**src/rtl/clock_div_pkg.sv**
```systemverilog
// Shared types and helpers for the divided-clock bank.
// Config record and channel-index width calculation.
package clock_div_pkg;

  localparam int DIV_W_DEF = 8;

  typedef struct packed {
    logic                 enable;
    logic [DIV_W_DEF-1:0] divisor;
  } div_cfg_t;

  function automatic int ch_width(input int n);
    return (n > 1) ? $clog2(n) : 1;
  endfunction

endpackage

```
**src/rtl/clock_div_channel.sv**
```systemverilog
// One divided-clock channel: counter, shadow config, boundary update.
// New settings land only at the end of a low phase.
module clock_div_channel
  import clock_div_pkg::*;
(
  input  logic     clk,
  input  logic     reset,
  input  logic     cfg_load,
  input  div_cfg_t cfg,
  output logic     pending,
  output logic     clock_out,
  output logic     tick,
  output logic     active
);

  localparam int W = DIV_W_DEF;

  logic [W-1:0] div_q, div_d;
  logic [W-1:0] cnt_q, cnt_d;
  logic [W-1:0] sh_div_q, sh_div_d;
  logic         sh_en_q, sh_en_d;
  logic         pend_q, pend_d;
  logic         clk_q, clk_d;
  logic         tick_q, tick_d;
  logic         act_q, act_d;
  logic         wrap;

  assign wrap = (cnt_q == div_q);

  always_comb begin
    div_d    = div_q;
    cnt_d    = cnt_q;
    sh_div_d = sh_div_q;
    sh_en_d  = sh_en_q;
    pend_d   = pend_q;
    clk_d    = clk_q;
    tick_d   = 1'b0;
    act_d    = act_q;
    if (act_q) begin
      if (!wrap) begin
        cnt_d = cnt_q + 1'b1;
      end else begin
        cnt_d = '0;
        if (clk_q) begin
          clk_d = 1'b0;
        end else if (pend_q) begin
          // boundary with a queued change
          div_d  = sh_div_q;
          pend_d = 1'b0;
          if (sh_en_q) begin
            clk_d  = 1'b1;
            tick_d = 1'b1;
          end else begin
            act_d = 1'b0;
          end
        end else begin
          clk_d  = 1'b1;
          tick_d = 1'b1;
        end
      end
      if (cfg_load) begin
        sh_div_d = cfg.divisor;
        sh_en_d  = cfg.enable;
        pend_d   = 1'b1;
      end
    end else if (cfg_load && cfg.enable) begin
      div_d  = cfg.divisor;
      cnt_d  = '0;
      clk_d  = 1'b1;
      tick_d = 1'b1;
      act_d  = 1'b1;
    end
  end

  always_ff @(posedge clk) begin
    if (reset) begin
      div_q    <= '0;
      cnt_q    <= '0;
      sh_div_q <= '0;
      sh_en_q  <= 1'b0;
      pend_q   <= 1'b0;
      clk_q    <= 1'b0;
      tick_q   <= 1'b0;
      act_q    <= 1'b0;
    end else begin
      div_q    <= div_d;
      cnt_q    <= cnt_d;
      sh_div_q <= sh_div_d;
      sh_en_q  <= sh_en_d;
      pend_q   <= pend_d;
      clk_q    <= clk_d;
      tick_q   <= tick_d;
      act_q    <= act_d;
    end
  end

  assign pending   = pend_q;
  assign clock_out = clk_q;
  assign tick      = tick_q;
  assign active    = act_q;

endmodule

```
**src/rtl/clock_divider_bank.sv**
```systemverilog
// Bank of independently programmable, glitch-free divided clocks.
// One valid/ready config port; ready drops only for a busy channel.
module clock_divider_bank
  import clock_div_pkg::*;
#(
  parameter int CHANNELS = 3,
  parameter int DIV_W    = DIV_W_DEF,
  parameter int CH_W     = ch_width(CHANNELS)
) (
  input  logic                core_clock,
  input  logic                reset,
  input  logic                cfg_valid,
  output logic                cfg_ready,
  input  logic [CH_W-1:0]     cfg_channel,
  input  logic [DIV_W-1:0]    cfg_divisor,
  input  logic                cfg_enable,
  output logic [CHANNELS-1:0] clock_out,
  output logic [CHANNELS-1:0] tick,
  output logic [CHANNELS-1:0] active
);

  logic [CHANNELS-1:0] pend;
  div_cfg_t            cfg;
  logic                acc;

  assign cfg.enable  = cfg_enable;
  assign cfg.divisor = DIV_W_DEF'(cfg_divisor);
  assign acc         = cfg_valid & cfg_ready;

  // out-of-range channels stay ready and swallow the write
  always_comb begin
    cfg_ready = 1'b1;
    for (int i = 0; i < CHANNELS; i++) begin
      if (cfg_channel == CH_W'(i)) cfg_ready = ~pend[i];
    end
  end

  for (genvar g = 0; g < CHANNELS; g++) begin : g_ch
    clock_div_channel u_ch (
      .clk       (core_clock),
      .reset     (reset),
      .cfg_load  (acc && (cfg_channel == CH_W'(g))),
      .cfg       (cfg),
      .pending   (pend[g]),
      .clock_out (clock_out[g]),
      .tick      (tick[g]),
      .active    (active[g])
    );
  end

endmodule

```
**config.mk**
```make
export PLATFORM = sky130hd
export DESIGN_NAME = clock_divider_bank
export DESIGN_NICKNAME = d
export VERILOG_FILES = /design/src/rtl/clock_div_pkg.sv /design/src/rtl/clock_div_channel.sv /design/src/rtl/clock_divider_bank.sv
export SDC_FILE = /design/constraint.sdc
export NUM_CORES = 1
export LEC_CHECK = 0
export BUFFER_PORTS_ARGS = -buffer_cell sky130_fd_sc_hd__buf_2
export CAP_MARGIN = 10
export CELL_PAD_IN_SITES_DETAIL_PLACEMENT = 1
export CELL_PAD_IN_SITES_GLOBAL_PLACEMENT = 1
export CORE_ASPECT_RATIO = 1.5
export CORE_MARGIN = 2
export CORE_UTILIZATION = 45
export CTS_BUF_LIST = sky130_fd_sc_hd__clkbuf_8
export DETAILED_ROUTE_END_ITERATION = 16
export PLACE_DENSITY_LB_ADDON = 0.1
export SKIP_CTS_REPAIR_TIMING = 1
export SLEW_MARGIN = 0
export SYNTH_ARGS = -nofsm -noshare
export SYNTH_HDL_FRONTEND = slang
export SYNTH_SLANG_ARGS = --single-unit
```
**constraint.sdc**
```tcl
create_clock -name core_clock -period 2 [get_ports core_clock]
set_input_delay 0 -clock core_clock [delete_from_list [all_inputs] [get_ports core_clock]]
set_output_delay 0 -clock core_clock [all_outputs]
set_load 0.01 [all_outputs]
```
# Word-level counts from Yosys, hierarchy flattened
# Index checks and enable logic that the tools add are counted.
[op_classes]
add_sub_neg = 3
multipliers = 0
div = 0
magnitude_cmp = 0
n_eq_ne = 17
shifts = 0
mux = 72
bitwise = 4
reduce_logical = 25
[ops]
columns = ["op", "n"]
rows = [
  ["$mux W8", 24],
  ["$mux W1", 48],
  ["$add A8 B1 Y8 const B", 3],
  ["$eq A8 B8 Y1", 3],
  ["$ne A2 B1 Y1 const B", 6],
  ["$ne A2 B2 Y1 const B", 6],
  ["$reduce_and A2 Y1", 6],
  ["$reduce_and A4 Y1", 3],
  ["$reduce_bool A2 Y1", 6],
  ["$reduce_and A3 Y1", 3],
  ["$logic_and A1 B1 Y1", 6],
  ["$not A1 Y1", 3],
  ["$eq A2 B1 Y1 const B", 1],
  ["$eq A2 B2 Y1 const B", 1],
  ["$logic_not A2 Y1", 1],
  ["$and A1 B1 Y1", 1],
]
[totals]
regBits = 87
latch_bits = 0
ram_bits = 0
mem_bits_ro = 0
inputBits = 14
wordCells = 145
n_memories = 0

# Depth between registers and ports, before layout
[logic_depth]
depth_word = 9
depth_mapped = 7
ltp_nobuf = 5

# Cells and area by module
# A second synthesis with hierarchy kept.
[unflattened]
hier_cells = 492
hier_area_um2 = 4101.4
[modules_own_cells]
columns = ["mod", "n_inst", "cells_per_inst", "area_each_um2"]
rows = [
  ["clock_div_channel", 3, 162, 1348.8],
  ["clock_divider_bank", 1, 6, 55.1],
]

# Least setup slack after synthesis
# Ideal clock, no wire load.
[synth_timing]
path_type = "register -> register"
from = "reg g_ch[1].u_ch.cnt_q[3]"
to = "reg g_ch[1].u_ch.div_q[5]"
setup_ps = 139
t_arrival_ps = 1574
path_slack_ps = 288
path_stages_with_launch = 7
path_buffers = 1
period_less_slack_ps = 1712
cell_sequence = "dfxtp_1 xor2_1 nor4_2 nand4_2 buf_6 a221oi_2 a311oi_1"
[synth_via]
elab_chain_len = 3
[synth_rtl]
columns = ["item", "line_no", "source"]
rows = [
  ["from (decl)", "clock_div_channel.sv:19", "logic [W-1:0] cnt_q, cnt_d;"],
  ["from (signal assigned)", "clock_div_channel.sv:87", "cnt_q <= cnt_d;"],
  ["$eq A8 B8 Y1", "clock_div_channel.sv:28", "assign wrap = (cnt_q == div_q);"],
  ["$ne A2 B2 Y1 (no source line)", "-", ""],
  ["$reduce_and A4 Y1 (no source line)", "-", ""],
  ["to (signal assigned)", "clock_div_channel.sv:86", "div_q <= div_d;"],
  ["to (decl)", "clock_div_channel.sv:18", "logic [W-1:0] div_q, div_d;"],
]
# No other way between the ends.
# A chain may end at the register's enable or synchronous reset.

# Worst setup path after layout
[layout_timing]
from = "reg g_ch[1].u_ch.div_q[1]"
to = "reg g_ch[1].u_ch.clk_q"
[layout_via]
elab_chain_len = 3
[layout_rtl]
columns = ["item", "line_no", "source"]
rows = [
  ["$eq A8 B8 Y1", "clock_div_channel.sv:28", ""],
  ["$ne A2 B2 Y1 (no source line)", "-", ""],
  ["$reduce_and A2 Y1 (no source line)", "-", ""],
  ["to (signal assigned)", "clock_div_channel.sv:91", "clk_q <= clk_d;"],
  ["to (decl)", "clock_div_channel.sv:23", "logic clk_q, clk_d;"],
]
# No other way between the ends.

==> out/qor.yml <==
status: "finished clean"
maxSlewViolCount: 0
synth_top_area_cell: "dfxtp_1"
dieArea_um2: 10360
hold_end: "g_ch[1].u_ch.cnt_q[1]"
synth_edf_count: 0
hold_viol_final: 0
drc: 0
internal_power_mw: 2.608
hold_path_depth: 2
numCtsBuffers: 9
rsz0062_at_grt: "yes"
critPathArrivalTime_ns: 2.18
syn_to_final_growth_pct: 11.94
antenna_found_initial: 0
cp_max_fo: 4
drtAntennaViolNets: 0
vias_per_cell: 5.816
vias: 3606
worstSetupPathType: "reg2reg"
p_per_area_nw_per_um2: 729.5
final_layout_size_suffix_gt1_share_pct: 15.94
clock_sinks: 87
hpwl_mm: 8.113
grt.busiest_layer: "met2"
gr-usage-met2_pct: 41.10
yosysMostFrequentCell: "dfxtp_1"
yosysSeqAreaShare_pct: 40.52
avgSynthCellArea_um2: 8.954
dpl.cell_count: 596
setup_viol: 0
cts_tree: "built"
syn_inst: 480
placed_area_um2: 4516
synth_flop_cell: "dfxtp_1"
synth_warnings: 0
yosys_register_bits: 87
gr-usage-met1_pct: 26.05
maxCapViolCount: 0
place_congestion: 0.8067
finalInstanceArea_um2: 4811
grt_pass1_wl_mm: 18.57
yosysUniqueCellTypes: 46
use_met3_pct: 3.844
reg2reg_depth: 6
grt_max_degree: 35
grt_pass1_vias: 3646
r2r_setup_slack_ns: 0.10
port_buffers: 23
finalCritPeriodShare_pct: 94.95
tightest_slew_ns: 0.6709
worstSetupStartpointType: "flip-flop"
synth_area_um2: 4298
finalNonFillerCells: 620
p_sw_share_pct: 25.70
die_h_um: 123.7
end_kind: "flip-flop"
clkLatencyLatePin_ns: 0.36
fin_nets: 520
clock_path_buffers: 2
relSlewSlack_pct: 55.27
worstPathRequired_ns: 2.28
synth_top_cells_by_count: "dfxtp_1 (87), a21oi_1 (56), nand2_1 (43), nand3_1 (43), xor2_1 (26)"
antennaDiodeCount: 0
finalCriticalPeriod_ns: 1.899
hold_ws_ns: 0.01904
p_comb_share_pct: 11.5
synth_nets: 497
wire_per_inst_um: 18.02
drtPass1Iterations: 4
num_rows: 43
wl_mm: 11.17
power_frac_clock_pct: 36.9
io_pins: 24
dr.first_iter.drc_count: 126
p_switching_mw: 0.9017
skew_ns: 0.006602
synthTopCellsByArea: "dfxtp_1 (41%), a21oi_1 (6.5%), xor2_1 (5.3%)"
clkSlewWorstSetupHoldPaths_ns: 0.08
grt_util_all_layers_pct: 22.42
cts-root-buf: "clkbuf_8"
peakVddDrop_uv: 375.4
power.leakage_nw: 1.818
yosys.area.top_type_share_pct: 40.52
r2r_start: "g_ch[1].u_ch.div_q[1]"
sequentialPowerShare_pct: 51.6
min_path_type: "in2reg"
max_freq_mhz: 526.6
worstReg2RegEnd: "g_ch[1].u_ch.clock_out"
min_from: "reset"
fp.dieW_um: 83.80
start_util_pct: 46.44
async_reset_ff_share_pct: 0
overflow: 0
finalPower_mw: 3.509
htree_levels: 3
coreArea_um2: 9254
[state kept, by name, summed over array words and instances (netlist names)]
signal and flops:
g_ch.u_ch.active 3, g_ch.u_ch.cnt_q 24, g_ch.u_ch.clock_out 3, g_ch.u_ch.tick 3, g_ch.u_ch.sh_en_q 3, g_ch.u_ch.pending 3, g_ch.u_ch.sh_div_q 24, g_ch.u_ch.div_q 24
[cell families (layout without fill, tap and decap cells)]
| logic type | Yosys count | in the layout | share of synthesized area [%] |
|---|---|---|---|
| XOR/XNOR | 30 | 30 | 6.113 |
| adder cells (fa/ha/maj) | 3 | 3 | 0.8735 |
| multiplexers | 20 | 20 | 4.658 |
| AND/OR/NAND/NOR | 148 | 148 | 19.36 |
| flip-flops | 87 | 87 | 40.52 |
| AO/OA/AOI/OAI | 138 | 138 | 22.15 |
| buffers and inverters | 54 | 82 | 6.317 |
[cell type report]
type	instances	area, um^2
tap	112	140.1
timing repair buffer	55	387.9
fill	1107	4443
multi-input combinational	339	2291
clock buffer	12	165.2
inverter	11	41.29
clock inverter	4	43.79
sequential	87	1742
[worst max-delay path, stage by stage (launching register included)]
cell     delay, ns
dfxtp_1       0.33
xor2_1        0.17
nor4_2        0.37
buf_4         0.18
nand3_1       0.15
or3_4         0.40
a31oi_1       0.21
[power groups by stage]
stage	Sequential, mW	Clock (mW)	Combinational [mW]
after global placement	1.85	0	0.383
after global routing	1.82	1.41	0.444
after detailed placement	1.85	0	0.393
after floorplan	1.84	0	0.284
after CTS	1.81	1.34	0.394
final	1.81	1.30	0.404
[how the worst max path moves through the flow]
| stage | from | cells after the start | to | slack (ns) |
|---|---|---|---|---|
| 2_1_floorplan | g_ch[1].u_ch.cnt_q[3] | 6 | g_ch[1].u_ch.div_q[5] | 0.29 |
| 3_3_place_gp | g_ch[1].u_ch.cnt_q[6] | 6 | g_ch[1].u_ch.div_q[7] | 0.13 |
| 3_5_place_dp | g_ch[1].u_ch.div_q[1] | 6 | g_ch[1].u_ch.clock_out | 0.10 |
| 4_1_cts | g_ch[1].u_ch.div_q[1] | 6 | g_ch[1].u_ch.clock_out | 0.06 |
| 5_1_grt | g_ch[1].u_ch.cnt_q[4] | 6 | g_ch[1].u_ch.cnt_q[7] | -0.0003 |
| 6_report | g_ch[1].u_ch.div_q[1] | 6 | g_ch[1].u_ch.clock_out | 0.10 |
[metal layers]
layer	wire [um]	vias to the layer above
met2	5811	56
met3	299	14
met5	0	-
li1	-	1789
met4	257	0
met1	4805	1747
[per-stage QoR]
stage / setup WS [ns] / setup TNS, ns / utilization [%]
final: 0.1010 / 0 / 51.99
after floorplan: 0.2878 / 0 / -
after detailed placement: 0.1047 / 0 / 48.80
after global placement: 0.1307 / 0 / 48.80
after CTS: 0.06164 / 0 / 51.05
after global routing: -0.0002982 / -0.0002982 / 51.99
[cells in the final DEF (no fill, tap or decap), types with 6 or more instances in the layout]
cell type / count
buf_2: 23
inv_1: 12
xor2_1: 26
a311oi_1: 24
nand2_1: 43
buf_4: 23
dlygate4sd3_1: 8
a221oi_1: 6
dfxtp_1: 87
nor2b_1: 11
mux2i_1: 20
clkbuf_8: 12
nand2b_1: 13
nand3_1: 43
nor2_1: 16
a21oi_1: 56
a31oi_1: 14
No activity file was read; power rests on OpenSTA's default activity.
